==> src/rtl/core_pkg.sv <==
// ---------------------------------------------------------------------------
// core_pkg
//   Shared constants for the integer datapath: default register-file geometry,
//   architectural register indices and the default stack-pointer reset value.
// ---------------------------------------------------------------------------
package core_pkg;

    localparam int unsigned REGSIZE_DEF  = 64;
    localparam int unsigned NUM_REGS_DEF = 32;
    localparam int unsigned REG_AW       = $clog2(NUM_REGS_DEF);

    // Architectural register indices
    localparam int unsigned X0 = 0;
    localparam int unsigned RA = 1;
    localparam int unsigned SP = 2;

    localparam logic [63:0] SP_RESET_DEF = 64'h0;

endpackage : core_pkg

==> src/rtl/reg_file_rdport.sv <==
// ---------------------------------------------------------------------------
// reg_file_rdport
//   One combinational read port of the integer register file.
//   Ports:
//     addr     in   register index to read
//     regs     in   stored registers x1..x(NUM_REGS-1) (x0 is not stored)
//     wr_fire  in   a write is being committed on the coming clock edge
//     wr_addr  in   index of that write
//     wr_data  in   data of that write
//     data     out  read data; x0 always reads zero
// ---------------------------------------------------------------------------
module reg_file_rdport
    import core_pkg::*;
#(
    parameter int unsigned REGSIZE  = REGSIZE_DEF,
    parameter int unsigned NUM_REGS = NUM_REGS_DEF,
    parameter bit          BYPASS   = 1'b0
) (
    input  logic [$clog2(NUM_REGS)-1:0] addr,
    input  logic [REGSIZE-1:0]          regs [1:NUM_REGS-1],
    input  logic                        wr_fire,
    input  logic [$clog2(NUM_REGS)-1:0] wr_addr,
    input  logic [REGSIZE-1:0]          wr_data,
    output logic [REGSIZE-1:0]          data
);

    localparam int unsigned AW = $clog2(NUM_REGS);

    always_comb begin
        data = '0;
        for (int unsigned i = 1; i < NUM_REGS; i++) begin
            if (addr == AW'(i)) begin
                data = regs[i];
            end
        end
        // Forwarding never applies to x0, so the zero default above stands.
        if (BYPASS && wr_fire && (addr == wr_addr) && (addr != AW'(X0))) begin
            data = wr_data;
        end
    end

endmodule : reg_file_rdport

==> src/rtl/reg_file.sv <==
// ---------------------------------------------------------------------------
// reg_file
//   Integer register file for the single-cycle RISC-V datapath.
//   NUM_REGS x REGSIZE state, x0 hardwired to zero, x2 (sp) resets to SP_RESET.
//   Ports:
//     clk       in   rising-edge clock
//     rst_n     in   asynchronous active-low reset
//     rs1_addr  in   read port 1 index      rs1_data  out  read port 1 data
//     rs2_addr  in   read port 2 index      rs2_data  out  read port 2 data
//     we        in   write enable           rd_addr   in   write index
//     rd_data   in   write data
//     dbg_addr  in   debug read index       dbg_data  out  debug read data
// ---------------------------------------------------------------------------
module reg_file
    import core_pkg::*;
#(
    parameter int unsigned          REGSIZE  = REGSIZE_DEF,
    parameter int unsigned          NUM_REGS = NUM_REGS_DEF,
    parameter logic [REGSIZE-1:0]   SP_RESET = REGSIZE'(SP_RESET_DEF),
    parameter bit                   BYPASS   = 1'b0
) (
    input  logic                        clk,
    input  logic                        rst_n,
    input  logic [$clog2(NUM_REGS)-1:0] rs1_addr,
    output logic [REGSIZE-1:0]          rs1_data,
    input  logic [$clog2(NUM_REGS)-1:0] rs2_addr,
    output logic [REGSIZE-1:0]          rs2_data,
    input  logic                        we,
    input  logic [$clog2(NUM_REGS)-1:0] rd_addr,
    input  logic [REGSIZE-1:0]          rd_data,
    input  logic [$clog2(NUM_REGS)-1:0] dbg_addr,
    output logic [REGSIZE-1:0]          dbg_data
);

    localparam int unsigned AW = $clog2(NUM_REGS);

    logic [REGSIZE-1:0] regs_q [1:NUM_REGS-1];
    logic [REGSIZE-1:0] regs_d [1:NUM_REGS-1];

    // Write arm: cleared by reset, set by the first clock edge after release.
    // Blocks the write on the edge that ends the reset cycle, so a write
    // presented alongside reset deassertion is never taken, regardless of how
    // rst_n and clk happen to line up.
    logic wr_arm_q;
    logic wr_arm_d;
    logic wr_fire;

    always_comb begin
        wr_arm_d = 1'b1;
        wr_fire  = we && wr_arm_q;
    end

    always_comb begin
        regs_d = regs_q;
        for (int unsigned i = 1; i < NUM_REGS; i++) begin
            if (wr_fire && (rd_addr == AW'(i))) begin
                regs_d[i] = rd_data;
            end
        end
    end

    always_ff @(posedge clk or negedge rst_n) begin
        if (!rst_n) begin
            wr_arm_q <= 1'b0;
            for (int unsigned i = 1; i < NUM_REGS; i++) begin
                regs_q[i] <= (i == SP) ? SP_RESET : '0;
            end
        end else begin
            wr_arm_q <= wr_arm_d;
            regs_q   <= regs_d;
        end
    end

    reg_file_rdport #(
        .REGSIZE  (REGSIZE),
        .NUM_REGS (NUM_REGS),
        .BYPASS   (BYPASS)
    ) u_rs1 (
        .addr     (rs1_addr),
        .regs     (regs_q),
        .wr_fire  (wr_fire),
        .wr_addr  (rd_addr),
        .wr_data  (rd_data),
        .data     (rs1_data)
    );

    reg_file_rdport #(
        .REGSIZE  (REGSIZE),
        .NUM_REGS (NUM_REGS),
        .BYPASS   (BYPASS)
    ) u_rs2 (
        .addr     (rs2_addr),
        .regs     (regs_q),
        .wr_fire  (wr_fire),
        .wr_addr  (rd_addr),
        .wr_data  (rd_data),
        .data     (rs2_data)
    );

    reg_file_rdport #(
        .REGSIZE  (REGSIZE),
        .NUM_REGS (NUM_REGS),
        .BYPASS   (BYPASS)
    ) u_dbg (
        .addr     (dbg_addr),
        .regs     (regs_q),
        .wr_fire  (wr_fire),
        .wr_addr  (rd_addr),
        .wr_data  (rd_data),
        .data     (dbg_data)
    );

endmodule : reg_file

==> config.mk <==
export PLATFORM = sky130hd
export DESIGN_NAME = reg_file
export DESIGN_NICKNAME = d
export VERILOG_FILES = /design/src/rtl/core_pkg.sv /design/src/rtl/reg_file_rdport.sv /design/src/rtl/reg_file.sv
export SDC_FILE = /design/constraint.sdc
export NUM_CORES = 2
export LEC_CHECK = 0
export BUFFER_PORTS_ARGS = -buffer_cell sky130_fd_sc_hd__buf_2
export CAP_MARGIN = 20
export CELL_PAD_IN_SITES_DETAIL_PLACEMENT = 1
export CELL_PAD_IN_SITES_GLOBAL_PLACEMENT = 1
export CORE_MARGIN = 1.5
export CORE_UTILIZATION = 47
export CTS_CLUSTER_DIAMETER = 60
export CTS_CLUSTER_SIZE = 14
export DETAILED_ROUTE_END_ITERATION = 10
export PLACE_DENSITY = 0.77
export SLEW_MARGIN = 20
export SYNTH_ARGS = -nofsm -noshare
export SYNTH_HDL_FRONTEND = slang
export SYNTH_HIERARCHICAL = 1
export SYNTH_SLANG_ARGS = --single-unit
==> constraint.sdc <==
create_clock -name clk -period 2.1 [get_ports clk]
set_input_delay 0.105 -clock clk [delete_from_list [all_inputs] [get_ports clk]]
set_output_delay 0.105 -clock clk [all_outputs]
set_load 0.005 [all_outputs]
==> impl_metrics.json, run 1 <==
{
  "outcome": "did not finish",
  "lastStage": "global routing",
  "error": "[ERROR GRT-0116] Global routing finished with congestion. Check the congestion regions in the DRC Viewer.",
  "overflow": 21,
  "yosysWarningCount": 6,
  "syn_nets": 12800,
  "cts.path.max_buffers": 4,
  "hpwl_um": 664000,
  "initial_utilization_pct": 47.3,
  "grt_pass1_wl_um": 1460000,
  "io_buffers": 278,
  "dpl_worst_slack_ns": -1.81,
  "cts_buffers": 205,
  "netlist_instances": 12700,
  "io_pins": 279,
  "cts_sinks": 1985,
  "row_count": 188,
  "globalplace.congestion": 1.20,
  "grt_max_degree": 129,
  "die_y_um": 517,
  "htree_levels": 4,
  "syn-mean-instance-area_um2": 9.80,
  "globalRouteTotalUtil_pct": 78.5,
  "clock_tree.root_cell": "clkbuf_16",
  "grt_pass1_vias": 169000,
  "die_w_um": 517,
  "syn_area_mm2": 0.124
}
==> metrics by stage <==
stage / util [%] / setup TNS (ns) / area [µm²] / std cells
CTS: 63.9 / -173.55 / 168000 / 18500
floorplan: - / 0 / 124000 / 12700
detailed placement: 58.0 / -203.39 / 152000 / 18000
global placement: 58.0 / -193.47 / 152000 / 18000
==> what timing repair did <==
action | in CTS
pin swaps | 791
cloned | 3
gates resized for setup | 1600
hold buffers | 68
setup endpoints to repair | 589
endpoints found under the hold margin | 3413
setup buffers | 181
==> layer usage <==
| layer | GRT usage (%) | overflow |
|---|---|---|
| met5 | 30.3 | 3 |
| met3 | 64.2 | 10 |
| met1 | 78.2 | 0 |
| met2 | 93.8 | 3 |
| met4 | 80.4 | 5 |
==> run 2, diff against run 1 <==
--- a/config.mk
+++ b/config.mk
@@ -7,14 +7,10 @@
 export LEC_CHECK = 0
 export BUFFER_PORTS_ARGS = -buffer_cell sky130_fd_sc_hd__buf_2
 export CAP_MARGIN = 20
-export CELL_PAD_IN_SITES_DETAIL_PLACEMENT = 1
-export CELL_PAD_IN_SITES_GLOBAL_PLACEMENT = 1
 export CORE_MARGIN = 1.5
-export CORE_UTILIZATION = 47
-export CTS_CLUSTER_DIAMETER = 60
-export CTS_CLUSTER_SIZE = 14
+export CORE_UTILIZATION = 32
 export DETAILED_ROUTE_END_ITERATION = 10
-export PLACE_DENSITY = 0.77
+export PLACE_DENSITY_LB_ADDON = 0.15
 export SLEW_MARGIN = 20
 export SYNTH_ARGS = -nofsm -noshare
 export SYNTH_HDL_FRONTEND = slang
==> impl_metrics.json, run 2 <==
{
  "post-route-util_pct": 46.6,
  "nets": 15400,
  "grt_pass1_wl_um": 1260000,
  "clock_latency_ns": 0.99,
  "fin_worst_skew_ns": 0.0550,
  "cp_data_arrival_time_ns": 3.57,
  "yosysWarningCount": 6,
  "syn_area_mm2": 0.124,
  "hp-class": "input port to flop",
  "crit_chain": "mux2_4 > a22oi_2 > o32ai_4 > a2111oi_4 > buf_4 > o31ai_4 > o221ai_2 > buf_4 > o221ai_4 > buf_6",
  "cellPowerDensity_mw_per_mm2": 733,
  "clk_pin_slew_ns": 0.06,
  "hold_viol_final": 0,
  "grt_max_degree": 117,
  "cpPeakStageDelay_ns": 0.43,
  "criticalPathCategory": "flop to output port",
  "wl_um": 962000,
  "dieArea_mm2": 0.392,
  "fp.coreArea_mm2": 0.386,
  "wire_per_inst_um": 46.4,
  "worstPathRequired_ns": 2.00,
  "initial_utilization_pct": 32.2,
  "final_common_cell": "buf_4",
  "hpwl_um": 724000,
  "worst_slew_margin_rel_pct": 29.2,
  "largest_register_ffs": 1984,
  "vias": 140000,
  "crit_buf_inv": 3,
  "syn-mean-instance-area_um2": 9.80,
  "leakage_nw": 79.0,
  "cts_buffers": 268,
  "finalCriticalPeriod_ns": 3.67,
  "drt_first_iter_violations": 20500,
  "drv_slew": 0,
  "io_pins": 279,
  "worst_slew_pin_slew_ns": 1.06,
  "finalWorstSetupSlack_ns": -1.57,
  "vias_per_cell": 6.77,
  "violations": "negative setup slack",
  "layout-area-overhead-vs-synth_pct": 44.8,
  "overflow": 0,
  "cp-start-kind": "flop",
  "largestRegisters": "regs_q (1984), wr_arm_q (1)",
  "ant_nets": 0,
  "globalRouteTotalUtil_pct": 47.2,
  "fmax_mhz": 272,
  "cp_max_fo": 3,
  "cts_sinks": 1985,
  "cts_tree": "done",
  "first_pass_iters": 9,
  "setup_viol": 192,
  "grt_antenna_before_repair": 75,
  "htree_levels": 5,
  "cp-end-kind": "output port",
  "regMostFlops": "regs_q",
  "mostFrequentLayoutCells": "buf_4, mux2_2, dfrtp_1, a21oi_1, o22ai_1",
  "drive_gt1_share_pct": 49.0,
  "row_count": 228,
  "globalplace.congestion": 1.07,
  "die_y_um": 626,
  "slowest_stage": "dfrtp_1",
  "syn_nets": 12800,
  "fin_crit_sh_pct": 175,
  "io_buffers": 278,
  "cap_viol_max_count": 0,
  "rsz0062_at_grt": "true",
  "dp_cells": 20100,
  "stdcell_count": 20700,
  "cp_top_family": "compound AO/OA/AOI/OAI gates",
  "cts.path.max_buffers": 4,
  "drc": 0,
  "ir_drop_v": 0.000662,
  "grt_pass1_vias": 135000,
  "clock_tree.root_cell": "clkbuf_16",
  "outcome": "finished, violations left",
  "cp_common_cell": "buf_4",
  "netlist_instances": 12700,
  "die_w_um": 626,
  "totalPowerFinal_mw": 132
}
-- run 2: path summary, 6_finish.rpt --
| path | from | to | slack, ns | depth (start not counted) |
|---|---|---|---|---|
| max in group asynchronous | rst_n | regs_q[788] | 1.17 | 3 |
| min in group asynchronous | rst_n | regs_q[1241] | 0.05 | 3 |
| worst min-delay path | rd_addr[4] | regs_q[569] | 0.02 | 6 |
| worst max-delay path | regs_q[1717] | dbg_data[53] | -1.57 | 10 |
| worst min register to register | regs_q[1561] | regs_q[1561] | 0.53 | 1 |
| worst max register to register | wr_arm_q | regs_q[989] | 0 | 9 |
-- run 2: metal layers --
| layer | track usage (%) | share of wire, % | up-vias |
|---|---|---|---|
| li1 | - | - | 54300 |
| met1 | 55.2 | 36 | 71600 |
| met2 | 71.2 | 42 | 11000 |
| met3 | 10.4 | 9.6 | 3360 |
| met4 | 45.1 | 12 | 12 |
| met5 | 0 | 0.0096 | - |
-- run 2: cell type report --
type,count,area (µm²)
Multi-Input combinational cell,9312,77800
Sequential cell,1985,49700
Antenna cell,46,115
Clock buffer,376,7880
Clock inverter,92,1230
Tap cell,5175,6470
Inverter,33,150
Fill cell,36300,206000
Timing Repair Buffer,3701,36600
-- run 2: stage by stage --
stage                     hold WS [ns]  area (µm²)  TNS, ns  setup WS (ns)
after floorplan                 -0.191      124000        0          0.212
after global placement          0.0882      158000  -234.25          -2.36
after detailed placement        0.0933      158000  -228.71          -2.27
after CTS                     0.000845      177000  -190.95          -1.43
after global routing            0.0434      180000  -191.25          -1.50
final                           0.0195      180000  -192.37          -1.57
-- run 2: repair_timing --
item / in CTS / in global routing
hold endpoints to repair: 3526 / 0
gates cloned: 4 / 6
resized for setup: 1803 / 527
pin swaps: 817 / 521
hold buffers: 71 / 0
buffers inserted: 163 / 77
endpoints found under the setup margin: 203 / 251
-- run 2: where the power goes --
group / leakage [nW] / internal, mW / switching (mW)
sequential: 26.3 / 43.3 / 6.15
combinational: 48.2 / 14.0 / 18.9
clock: 4.49 / 29.3 / 20.2
total: 79.0 / 86.6 / 45.2
-- run 2: tightest hold or removal path: cells and delay by family --
| family | cells | cell delay (ns) |
|---|---|---|
| mux | 1 | 0.25 |
| buf+inv | 3 | 0.46 |
| simple gates | 2 | 0.12 |
No activity file was read; power rests on OpenSTA's default activity.
